## config.mk

```make
export PLATFORM = sky130hd
export DESIGN_NAME = tok_dispatch_ctrl
export DESIGN_NICKNAME = d
export VERILOG_FILES = /design/src/rtl/tok_dispatch_ctrl.sv
export SDC_FILE = /design/constraint.sdc
export NUM_CORES = 1
export LEC_CHECK = 0
export CORE_MARGIN = 2
export CORE_UTILIZATION = 53
export DETAILED_ROUTE_END_ITERATION = 6
export HOLD_SLACK_MARGIN = 0.03
export PLACE_DENSITY = 0.87
export SLEW_MARGIN = 0
export SYNTH_ARGS = -nofsm -noshare
export SYNTH_HDL_FRONTEND = slang
export SYNTH_SLANG_ARGS = --single-unit
```

## constraint.sdc

```tcl
create_clock -name clk -period 3.9 [get_ports clk]
set_clock_uncertainty 0.1 [all_clocks]
set_input_delay 0.39 -clock clk [delete_from_list [all_inputs] [get_ports clk]]
set_output_delay 0.39 -clock clk [all_outputs]
set_load 0.02 [all_outputs]
```

## src/rtl/tok_dispatch_ctrl.sv

```systemverilog
// Decimal token parser and rotating-priority dispatcher to NUM_LANES lanes.
// Optional TOK_DISPATCH_LANE_MASK_EN adds i_lane_mask lane eligibility.
module tok_dispatch_ctrl #(
  parameter int NUM_LANES = 4,
  parameter int DATA_W    = 32,
  parameter int CNT_W     = 16
) (
  input  logic                 clk,
  input  logic                 rst,
  input  logic [7:0]           i_char,
  input  logic                 i_vld,
  output logic                 o_stall,
  input  logic                 i_eof,
  output logic [NUM_LANES-1:0] o_lane_vld,
  output logic [DATA_W-1:0]    o_lane_data,
  output logic                 o_lane_eol,
  input  logic [NUM_LANES-1:0] i_lane_rdy,
`ifdef TOK_DISPATCH_LANE_MASK_EN
  input  logic [NUM_LANES-1:0] i_lane_mask,
`endif
  output logic [CNT_W-1:0]     o_tok_cnt,
  output logic                 o_ovf,
  output logic                 o_done
);

  localparam int PW = $clog2(NUM_LANES);
  localparam logic [1:0] S_IDLE = 2'd0;
  localparam logic [1:0] S_NUM  = 2'd1;
  localparam logic [1:0] S_PEND = 2'd2;

  logic [1:0]           state, n_state;
  logic [DATA_W-1:0]    acc, n_acc;
  logic [DATA_W-1:0]    pend_data, n_pdata;
  logic                 pend_eol, n_peol;
  logic                 eof_pend, n_eofp;
  logic                 done, n_done;
  logic                 ovf_hit, xfer;
  logic [PW-1:0]        rr_ptr;
  logic [CNT_W-1:0]     tok_cnt;
  logic                 ovf;

  logic [NUM_LANES-1:0]   elig;
  logic [2*NUM_LANES-1:0] dbl;
  logic [PW-1:0]          k, gidx;
  logic [PW:0]            sum, nxt;
  logic                   found;
  logic [NUM_LANES-1:0]   gnt;

  logic                 take, is_dig;
  logic [3:0]           dig4;
  logic [DATA_W+3:0]    wide;

  // Lane eligibility, optionally qualified by the mask
`ifdef TOK_DISPATCH_LANE_MASK_EN
  assign elig = i_lane_rdy & i_lane_mask;
`else
  assign elig = i_lane_rdy;
`endif

  // Rotating-priority search starting at rr_ptr
  always_comb begin
    dbl   = {elig, elig} >> rr_ptr;
    found = |elig;
    k     = '0;
    for (int i = NUM_LANES - 1; i >= 0; i--) begin
      if (dbl[i]) k = PW'(i);
    end
    sum = {1'b0, rr_ptr} + {1'b0, k};
    if (sum >= (PW+1)'(NUM_LANES)) sum = sum - (PW+1)'(NUM_LANES);
    gidx = sum[PW-1:0];
    gnt  = {{(NUM_LANES-1){1'b0}}, 1'b1} << gidx;
    nxt  = {1'b0, gidx} + (PW+1)'(1);
    if (nxt == (PW+1)'(NUM_LANES)) nxt = '0;
  end

  assign take   = i_vld & ~o_stall;
  assign is_dig = (i_char >= 8'h30) && (i_char <= 8'h39);
  assign dig4   = i_char[3:0];
  assign wide   = {4'b0, acc} * (DATA_W+4)'(10) + (DATA_W+4)'(dig4);

  // Next-state: character first, then eof closes any open token
  always_comb begin
    n_state = state;
    n_acc   = acc;
    n_pdata = pend_data;
    n_peol  = pend_eol;
    n_eofp  = eof_pend;
    n_done  = 1'b0;
    ovf_hit = 1'b0;
    xfer    = 1'b0;
    case (state)
      S_IDLE, S_NUM: begin
        if (take) begin
          if (is_dig) begin
            n_state = S_NUM;
            if (state == S_IDLE) begin
              n_acc = DATA_W'(dig4);
            end else begin
              n_acc   = wide[DATA_W-1:0];
              ovf_hit = |wide[DATA_W+3:DATA_W];
            end
          end else if (state == S_NUM) begin
            n_state = S_PEND;
            n_pdata = acc;
            n_peol  = (i_char == 8'h0A);
          end
        end
        if (i_eof) begin
          if (n_state == S_NUM) begin
            n_state = S_PEND;
            n_pdata = n_acc;
            n_peol  = 1'b1;
            n_eofp  = 1'b1;
          end else if (n_state == S_PEND) begin
            n_peol = 1'b1;
            n_eofp = 1'b1;
          end else begin
            n_done = 1'b1;
          end
        end
      end
      S_PEND: begin
        if (found) begin
          xfer    = 1'b1;
          n_state = S_IDLE;
          n_eofp  = 1'b0;
          n_done  = eof_pend;
        end
      end
      default: n_state = S_IDLE;
    endcase
  end

  // State and datapath registers
  always_ff @(posedge clk) begin
    if (rst) begin
      state     <= S_IDLE;
      acc       <= '0;
      pend_data <= '0;
      pend_eol  <= 1'b0;
      eof_pend  <= 1'b0;
      done      <= 1'b0;
      rr_ptr    <= '0;
      tok_cnt   <= '0;
      ovf       <= 1'b0;
    end else begin
      state     <= n_state;
      acc       <= n_acc;
      pend_data <= n_pdata;
      pend_eol  <= n_peol;
      eof_pend  <= n_eofp;
      done      <= n_done;
      ovf       <= ovf | ovf_hit;
      if (xfer) begin
        rr_ptr  <= nxt[PW-1:0];
        tok_cnt <= tok_cnt + CNT_W'(1);
      end
    end
  end

  assign o_stall     = (state == S_PEND);
  assign o_lane_vld  = (o_stall && found) ? gnt : '0;
  assign o_lane_data = pend_data;
  assign o_lane_eol  = pend_eol;
  assign o_tok_cnt   = tok_cnt;
  assign o_ovf       = ovf;
  assign o_done      = done;

endmodule

```

==> results of run 1 <==
==> through the flow <==
stage | area [um^2] | util | instances | worst slack (ns)
floorplan | 7160 | - | 929 | 0.0424
global placement | 8500 | 0.644 | 1208 | -0.231
detailed placement | 8500 | 0.644 | 1208 | -0.344
CTS | 9000 | 0.683 | 1235 | 0.000963
global route | 9370 | 0.710 | 1246 | -0.627
finish | 9370 | 0.710 | 1246 | -0.462
==> per-layer routing <==
metal	global-route usage	routed length [um]	vias to the layer above
li1	-	-	3666
met1	0.379	9320	3771
met2	0.515	11700	521
met3	0.0495	1890	138
met4	0.122	1310	0
met5	0	0	-
==> cell type report <==
| type | count | area (um^2) | area share |
|---|---|---|---|
| multi-input cells | 766 | 5460 | 0.583 |
| flip-flops and latches | 88 | 1780 | 0.190 |
| clock buffers | 10 | 239 | 0.0255 |
| well taps | 176 | 220 | 0.0235 |
| repair buffers | 178 | 1540 | 0.164 |
| clock inverters | 6 | 51.3 | 0.00548 |
| inverters | 22 | 82.6 | 0.00881 |
==> worst max path at each step <==
stage	from	endpoint	slack (ns)	cells past startpoint
6_report	acc[3]	o_lane_data[29]	-0.46	18
5_1_grt	acc[3]	o_lane_data[29]	-0.63	18
4_1_cts	acc[3]	o_lane_data[31]	0.001	16
3_5_place_dp	acc[1]	o_lane_data[31]	-0.34	15
3_3_place_gp	acc[1]	o_lane_data[31]	-0.23	15
2_1_floorplan	acc[1]	o_lane_data[31]	0.04	15
==> cells in the final DEF, fill, tap and decap left out, types with 10 or more instances in the layout <==
cell,Yosys,layout
nor2_1,142,140
xor2_1,21,21
a21oi_1,75,67
a21o_1,13,13
a211oi_1,24,20
dfxtp_1,88,77
buf_4,2,102
clkdlybuf4s50_1,0,70
nor3_1,29,28
nand4_1,20,20
nand2_1,78,77
and2_1,12,12
ha_1,73,62
a22oi_1,26,23
inv_1,21,21
dfxtp_2,0,10
or3_1,14,13
nand3_1,25,22
o21ai_0,41,37
xnor2_1,35,26
==> flip-flops by register name (all words and copies together) (netlist names) <==
name	flops
acc	32
state	2
eof_pend	1
o_ovf	1
o_tok_cnt	16
o_lane_eol	1
o_lane_data	32
rr_ptr	2
o_done	1
==> repair_timing <==
action                                 4_1_cts  5_1_grt
pin swaps                                   23       47
gates resized for setup                     21       64
buffers inserted                            11       12
endpoints found under the hold margin        0        0
setup endpoints to repair                   21       27
==> power breakdown <==
group | internal (uW) | switching, uW
clock | 459 | 405
combinational | 68.1 | 95.8
sequential | 907 | 9.72
==> worst max-delay path, cell delays in order (launching register included) <==
cell and delay [ns]:
dfxtp_2 0.37, ha_4 0.22, ha_4 0.16, fa_2 0.36
buf_6 0.14, a211oi_4 0.29, o21ai_2 0.16, a31oi_2 0.28
o211ai_1 0.16, nor3b_2 0.25, buf_4 0.17, nand4_1 0.19
nor4_4 0.36, buf_4 0.19, buf_4 0.11, nand3_2 0.10
xnor2_2 0.24, a221oi_2 0.08, nor4_1 0.29
==> cells by family after synthesis <==
group / Yosys count
buffers and inverters: 75
muxes: 8
adders and majority gates: 76
AOI/OAI and AO/OA: 247
DFF: 88
and+or+nand+nor: 377
xor gates and xnor gates: 58
==> impl_metrics.tcl, run 1 <==
set metrics [dict create \
    status "finished with violations" \
    violations "negative setup slack" \
    pwr_density_cell_nw_per_um2 207 \
    tns_ns -3.91 \
    irDropWorstVdd_mv 0.257 \
    p_leak_uw 0.00399 \
    endpoint_kind "flip-flop" \
    synth-edff-count 0 \
    vias 8096 \
    grt_pass1_wl_um 35600 \
    holdWs_ns 0.369 \
    critPathLaunchType "flip-flop" \
    rsz0062_at_grt "yes" \
    layout.nets 1156 \
    hold_path_end "acc[30]" \
    wire_per_inst_um 19.5 \
    drc 0 \
    synth_compound_area_frac 0.232 \
    max-clock-path-buffers 2 \
    slew_viol_final 0 \
    syn_to_final_growth_pct 30.9 \
    clockRootBuffer "clkbuf_16" \
    synth_seq_cells 88 \
    start_util 0.543 \
    avgSynthCellArea_um2 7.71 \
    htree_levels 3 \
    diodes 0 \
    io_buffers 71 \
    postSynthCellCount 929 \
    worstReg2RegStart "acc[3]" \
    cts_num_sinks 88 \
    r2r-end "o_lane_data[29]" \
    hp-class "in2reg" \
    cts_buffers 9 \
    worstMarginPinSlew_ns 0.958 \
    cp.required_ns 4.03 \
    fillers 897 \
    netlist_top_cells_count "nor2_1, dfxtp_1, nand2_1" \
    antenna_found_initial 0 \
    worst-path-max-fanout 3 \
    track_usage 0.302 \
    vias_per_cell 6.50 \
    synth_top_cell_area_share 0.246 \
    ys_seq_area_frac 0.246 \
    synth_top_family_by_area "simple AND/OR/NAND/NOR gates" \
    yosysTopAreaCell "dfxtp_1" \
    rr_worst_depth 18 \
    first_pass_iters 6 \
    finalWorstSetupSlack_ns -0.462 \
    syn-num-nets 1020 \
    syn_area_um2 7160 \
    ys_types 82 \
    die_h_um 120 \
    yosys-top-cells-area "dfxtp_1, ha_1, nor2_1" \
    grt_pass1_vias 7310 \
    design_power_total_uw 1940 \
    yosysMostFrequentCell "nor2_1" \
    hp-start "rst" \
    overflow 0 \
    relSlewSlack 0.359 \
    fin_crit_sh 1.12 \
    die_w_um 120 \
    fmax_ghz 0.229 \
    maxCapViolations 0 \
    yosysWarnings 0 \
    place_hpwl_um 15300 \
    fp-row-count 42 \
    drt-total-wl_um 24200 \
    critPathArrivalTime_ns 4.49 \
    yosys.area_share.adder 0.135 \
    crit_type "reg2reg" \
    min_period_ns 4.36 \
    gp_congestion 0.969 \
    ios 72 \
    setup_viol 21 \
    drive_gt1_frac 0.202 \
    synth-xor-area-share 0.0731 \
    muxShareOfSynthArea 0.0115 \
    async_reset_ff_frac 0 \
    drtIter0Drc 970 \
    antenna_left 0 \
    worstHoldPathCells 2 \
    cts_tree "built" \
    synth_top_flop_cell "dfxtp_1" \
    clk_pin_slew_ns 0.07 \
    synth-simple-area-share 0.259 \
    grt_max_degree 46 \
    clk_latency_ns 0.36 \
    hold_viol 0 \
    core_um2 13200 \
    rrSetupSlack_ns -0.46 \
    die_area_um2 14500 \
    hold_buffers 0 \
]
Power figures use the tool's default switching activity.
==> run 2: changes to the inputs <==
Settings changed: CORE_MARGIN 2 to default, MAX_ROUTING_LAYER from default to met4.
==> run 2 against run 1 <==
Effect of this change:
- the flow finishes with violations (design-rule violations, negative setup slack)
- fmax increased by 4.9%
- total power increased by 0.86%
- sequential share of layout area about the same
- global-route usage increased by 1.1 points
- die area decreased by 3.3%
- worst setup slack improved by 0.20 ns
- cell count about the same
- clock power increased by 2%
- count of clock-buffer cells in the layout unchanged
- register-to-register slack improved by 0.20 ns
- non-clock buffer count increased by 1
- largest power group unchanged
- highest routed layer unchanged
==> impl_metrics.tcl, run 2 (same netlist as run 1, synthesis figures left out) <==
set metrics [dict create \
    max-clock-path-buffers 2 \
    holdWs_ns 0.373 \
    drc 12 \
    relSlewSlack 0.393 \
    layout_common_cells "nor2_1, buf_4, nand2_1" \
    fmax_ghz 0.240 \
    slew_viol_final 0 \
    antenna_found_initial 0 \
    setup_viol 16 \
    grt_pass1_vias 7453 \
    drive_gt1_frac 0.200 \
    grt_max_degree 49 \
    antenna_left 0 \
    finalWorstSetupSlack_ns -0.259 \
    drt-total-wl_um 25500 \
    clk_pin_slew_ns 0.07 \
    critPathArrivalTime_ns 4.29 \
    worstMarginPinSlew_ns 0.908 \
    first_pass_iters 7 \
    maxCapViolations 0 \
    instances_no_fill 1247 \
    violations "design-rule violations, negative setup slack" \
    critPathLaunchType "flip-flop" \
    fp-row-count 42 \
    cts_buffers 9 \
    r2r-end "o_lane_data[25]" \
    io_buffers 71 \
    cts_tree "built" \
    syn_to_final_growth_pct 31.5 \
    place_hpwl_um 14900 \
    crit_type "reg2reg" \
    layout.nets 1157 \
    grt_pass1_wl_um 35000 \
    crit_chain "ha_4, ha_4, buf_4, buf_4, a21o_1, nand4_1, buf_4, a21oi_2, o21ai_0, and2_1, nand3_4, nor4_4, nand3_1, xnor2_1, a22oi_2, a2111oi_2" \
    rsz0062_at_grt "yes" \
    dp.cells 1201 \
    rrSetupSlack_ns -0.26 \
    cts_num_sinks 88 \
    fin_crit_sh 1.07 \
    track_usage 0.313 \
    worst-path-max-fanout 5 \
    critical_path.most_common_cell "buf_4" \
    overflow 0 \
    vias_per_cell 6.75 \
    slowest_delay_ns 0.44 \
    rr_worst_depth 16 \
    htree_levels 3 \
    pwr_density_cell_nw_per_um2 208 \
    tns_ns -1.97 \
    diodes 0 \
    p_leak_uw 0.00398 \
    die_area_um2 14000 \
    worstReg2RegStart "acc[3]" \
    min_period_ns 4.16 \
    drtIter0Drc 1154 \
    status "finished with violations" \
    clockRootBuffer "clkbuf_16" \
    hp-class "reg2reg" \
    die_h_um 118 \
    cp.required_ns 4.03 \
    hold_viol 0 \
    irDropWorstVdd_mv 0.308 \
    start_util 0.543 \
    worstSetupStartpoint "acc[3]" \
    crit_slowest_cell "o21ai_0" \
    hold_buffers 0 \
    ios 72 \
    vias 8422 \
    die_w_um 118 \
    final_common_cell "nor2_1" \
    endpoint_kind "flip-flop" \
    critPathCapture "o_lane_data[25]" \
    wire_per_inst_um 20.5 \
    gp_congestion 0.928 \
    clk_latency_ns 0.34 \
    core_um2 13200 \
]
==> run 2: changes by cell type in the layout (fill, tap and decap cells not counted), sizes merged <==
cell	previous run	this run
inv	25	23
clkinv	0	2
clkinvlp	3	2
bufinv	0	1
buf	108	109
==> run 2: stage by stage <==
| step | total power [uW] | util | cell area [um^2] | worst slack (ns) |
|---|---|---|---|---|
| finish | 1960 | 0.713 | 9410 | -0.259 |
| global route | 2010 | 0.713 | 9410 | -0.439 |
| CTS | 1940 | 0.681 | 8980 | 0.00160 |
| detailed placement | 1080 | 0.640 | 8440 | -0.242 |
| global placement | 1080 | 0.640 | 8440 | -0.170 |
| floorplan | 1030 | - | 7160 | 0.0424 |
==> run 2: power breakdown <==
part	leakage (uW)	total (uW)	switching, uW	internal (uW)
clock network	0.000139	877	377	499
logic	0.00312	168	99.3	68.7
registers	0.000717	916	9.53	906
==> run 2: cell type report <==
cell class                 instances  area [um^2]
clock inverter                     6         67.6
timing repair buffer             179         1560
inverter                          22         82.6
tap                              176          220
sequential                        88         1780
multi-input combinational        766         5470
clock buffer                      10          229
fill                             869         3780
==> run 2: per-layer routing <==
| layer | track usage | share of wire |
|---|---|---|
| met3 | 0.0463 | 0.095 |
| met4 | 0.165 | 0.072 |
| met2 | 0.522 | 0.47 |
| met5 | - | 0 |
| met1 | 0.364 | 0.36 |
==> run 2: how the worst min path moves through the flow <==
stage                  start        to  slack, ns  depth (start not counted)
floorplan           eof_pend  eof_pend       0.35                          2
global placement       o_ovf     o_ovf       0.36                          2
detailed placement     o_ovf     o_ovf       0.37                          2
CTS                      rst   acc[29]       0.36                          2
global route             rst   acc[29]       0.40                          2
finish                 o_ovf     o_ovf       0.37                          2
==> run 2: critical path: cells and delay by family, from the launching register on <==
family,cells,cell delay (ns)
buffers and inverters,3,0.42
XOR/XNOR,1,0.21
AO/OA/AOI/OAI,5,1.24
flip-flops,1,0.36
adder cells (fa/ha/maj),2,0.38
AND/OR/NAND/NOR,5,1.33
==> run 2: timing repair <==
action	4_1_cts	5_1_grt
buffers inserted	10	21
gates cloned	0	0
pin swaps	16	43
endpoints found under the setup margin	16	24
resized for setup	26	54
==> run 3: changes to the inputs <==
Settings changed: CORE_UTILIZATION 53 to 54, CTS_BUF_LIST from default to sky130_fd_sc_hd__clkbuf_4 sky130_fd_sc_hd__clkbuf_8, PLACE_DENSITY 0.87 to 0.88.
==> run 3 against run 2 <==
Effect of this change:
- the run ends with negative setup slack left
- register-to-register slack worse by 0.03 ns
- cell area decreased by 2.2%
- via count decreased by 2.8%
- routed wire length shrank 8.0%
- clock power down 30%
- core utilization increased by 0.73 points
- largest cell class unchanged
- total power decreased by 14%
- highest routed layer unchanged
- count of clock-buffer cells in the layout up 1
==> impl_metrics.tcl, run 3 (same netlist as run 1, synthesis figures left out) <==
set metrics [dict create \
    fin_util 0.721 \
    place_hpwl_um 15000 \
    cts_num_sinks 88 \
    crit_chain "ha_4, ha_4, fa_2, a21o_1, a21oi_2, or4b_4, a31oi_4, and3_4, buf_6, nand4_4, nor4_4, nand4_1, xnor2_1, a22oi_2, a2111oi_2" \
    worstReg2RegStart "acc[1]" \
    critical_path.most_common_cell "ha_4" \
    die_area_um2 13700 \
    drt-total-wl_um 23500 \
    design_power_total_uw 1690 \
    min_period_ns 4.19 \
    slowest_delay_ns 0.50 \
    grt_pass1_wl_um 33300 \
    io_buffers 71 \
    holdWs_ns 0.375 \
    r2r-end "o_lane_data[26]" \
    routed-wl-met2_um 10700 \
    slew_viol_final 0 \
    hp-class "reg2reg" \
    layout.nets 1159 \
    crit_type "reg2reg" \
    gp_congestion 0.984 \
    htree_levels 3 \
    start_util 0.560 \
    antenna_left 0 \
    worstSetupStartpoint "acc[1]" \
    max-clock-path-buffers 2 \
    stdcell_area_um2 9210 \
    cts_buffers 9 \
    rr_worst_depth 15 \
    wire_per_inst_um 18.9 \
    p_leak_uw 0.00392 \
    die_h_um 117 \
    track_usage 0.314 \
    clk_pin_slew_ns 0.09 \
    pwr_density_cell_nw_per_um2 184 \
    die_w_um 117 \
    layout_common_cells "nor2_1, buf_4, dfxtp_1" \
    clk_latency_ns 0.37 \
    diodes 0 \
    finalWorstSetupSlack_ns -0.291 \
    core_um2 12800 \
    status "finished with violations" \
    rsz0062_at_grt "yes" \
    final_common_cell "nor2_1" \
    cts_tree "built" \
    drtIter0Drc 1151 \
    relSlewSlack 0.425 \
    syn_to_final_growth_pct 28.6 \
    ios 72 \
    critPathCapture "o_lane_data[26]" \
    antenna_found_initial 0 \
    vias_per_cell 6.58 \
    setup_viol 22 \
    crit_slowest_cell "or4b_4" \
    cp.required_ns 4.07 \
    fmax_ghz 0.239 \
    place_area_um2 8570 \
    clockRootBuffer "clkbuf_8" \
    dr_wl_met3_um 2420 \
    drc 0 \
    grt_pass1_vias 6912 \
    violations "negative setup slack" \
    maxCapViolations 0 \
    endpoint_kind "flip-flop" \
    critPathLaunchType "flip-flop" \
    first_pass_iters 7 \
    fin_crit_sh 1.07 \
    worstMarginPinSlew_ns 0.862 \
    hold_buffers 0 \
    critPathArrivalTime_ns 4.37 \
    wl_met1_um 8980 \
    drive_gt1_frac 0.189 \
    top_layer_used "met4" \
    fp-row-count 41 \
    irDropWorstVdd_mv 0.149 \
    grt_max_degree 43 \
    hold_viol 0 \
    worst-path-max-fanout 3 \
    overflow 0 \
    rrSetupSlack_ns -0.29 \
    vias 8189 \
]
==> run 3: cell count changes in the layout (fill, tap and decap cells not counted), moves of 3 or more <==
cell	previous run	this run
nand3_1	21	24
clkbuf_8	0	11
nand3_2	4	1
o21ai_1	3	6
clkbuf_16	9	0
o21ai_0	41	38
dfxtp_2	12	7
dfxtp_1	74	81
buf_4	101	105
==> run 3: stage by stage <==
step,std cells,TNS [ns],setup WS [ns]
after floorplan,929,0,0.0424
after global placement,1213,-0.308,-0.0719
after detailed placement,1213,-1.58,-0.176
after CTS,1236,-0.0868,-0.0494
after global routing,1245,-5.47,-0.428
final,1245,-3.07,-0.291
==> run 3: per-layer routing <==
layer	up-vias	global-route usage
met5	-	-
met3	177	0.0499
met1	3737	0.394
li1	3654	-
met4	0	0.110
met2	621	0.513
==> run 3: power by group <==
| group | switching [uW] | leakage, uW | internal (uW) |
|---|---|---|---|
| registers | 9.15 | 0.000713 | 907 |
| logic | 94.3 | 0.00311 | 66.3 |
| clock network | 347 | 0.0000959 | 270 |
==> run 3: area by class of cell <==
cell class | count | area (um^2)
multi-input cells | 766 | 5380
clock inverters | 5 | 38.8
flip-flops and latches | 88 | 1770
clock buffers | 11 | 151
fillers | 824 | 3570
inverters | 22 | 82.6
well taps | 172 | 215
repair buffers | 181 | 1570
==> run 3: worst min path at each step <==
stage | start | endpoint | slack, ns | depth (start not counted)
2_1_floorplan | eof_pend | eof_pend | 0.35 | 2
3_3_place_gp | o_ovf | o_ovf | 0.36 | 2
3_5_place_dp | o_ovf | o_ovf | 0.36 | 2
4_1_cts | o_ovf | o_ovf | 0.37 | 2
5_1_grt | o_lane_data[14] | o_lane_data[14] | 0.42 | 2
6_report | o_ovf | o_ovf | 0.38 | 2
==> run 3: repair_timing <==
item / in CTS / in global routing
setup endpoints to repair: 22 / 29
setup buffers: 7 / 10
pin swaps: 16 / 34
gates resized for setup: 17 / 43
==> run 3: critical path, delay by kind of cell, from the launching register on <==
family                     cells  cell delay (ns)
AOI/OAI and AO/OA              5             1.06
xor gates and xnor gates       1             0.34
adders and majority gates      3             0.80
buffers and inverters          1             0.12
DFF                            1             0.35
and+or+nand+nor                5             1.31
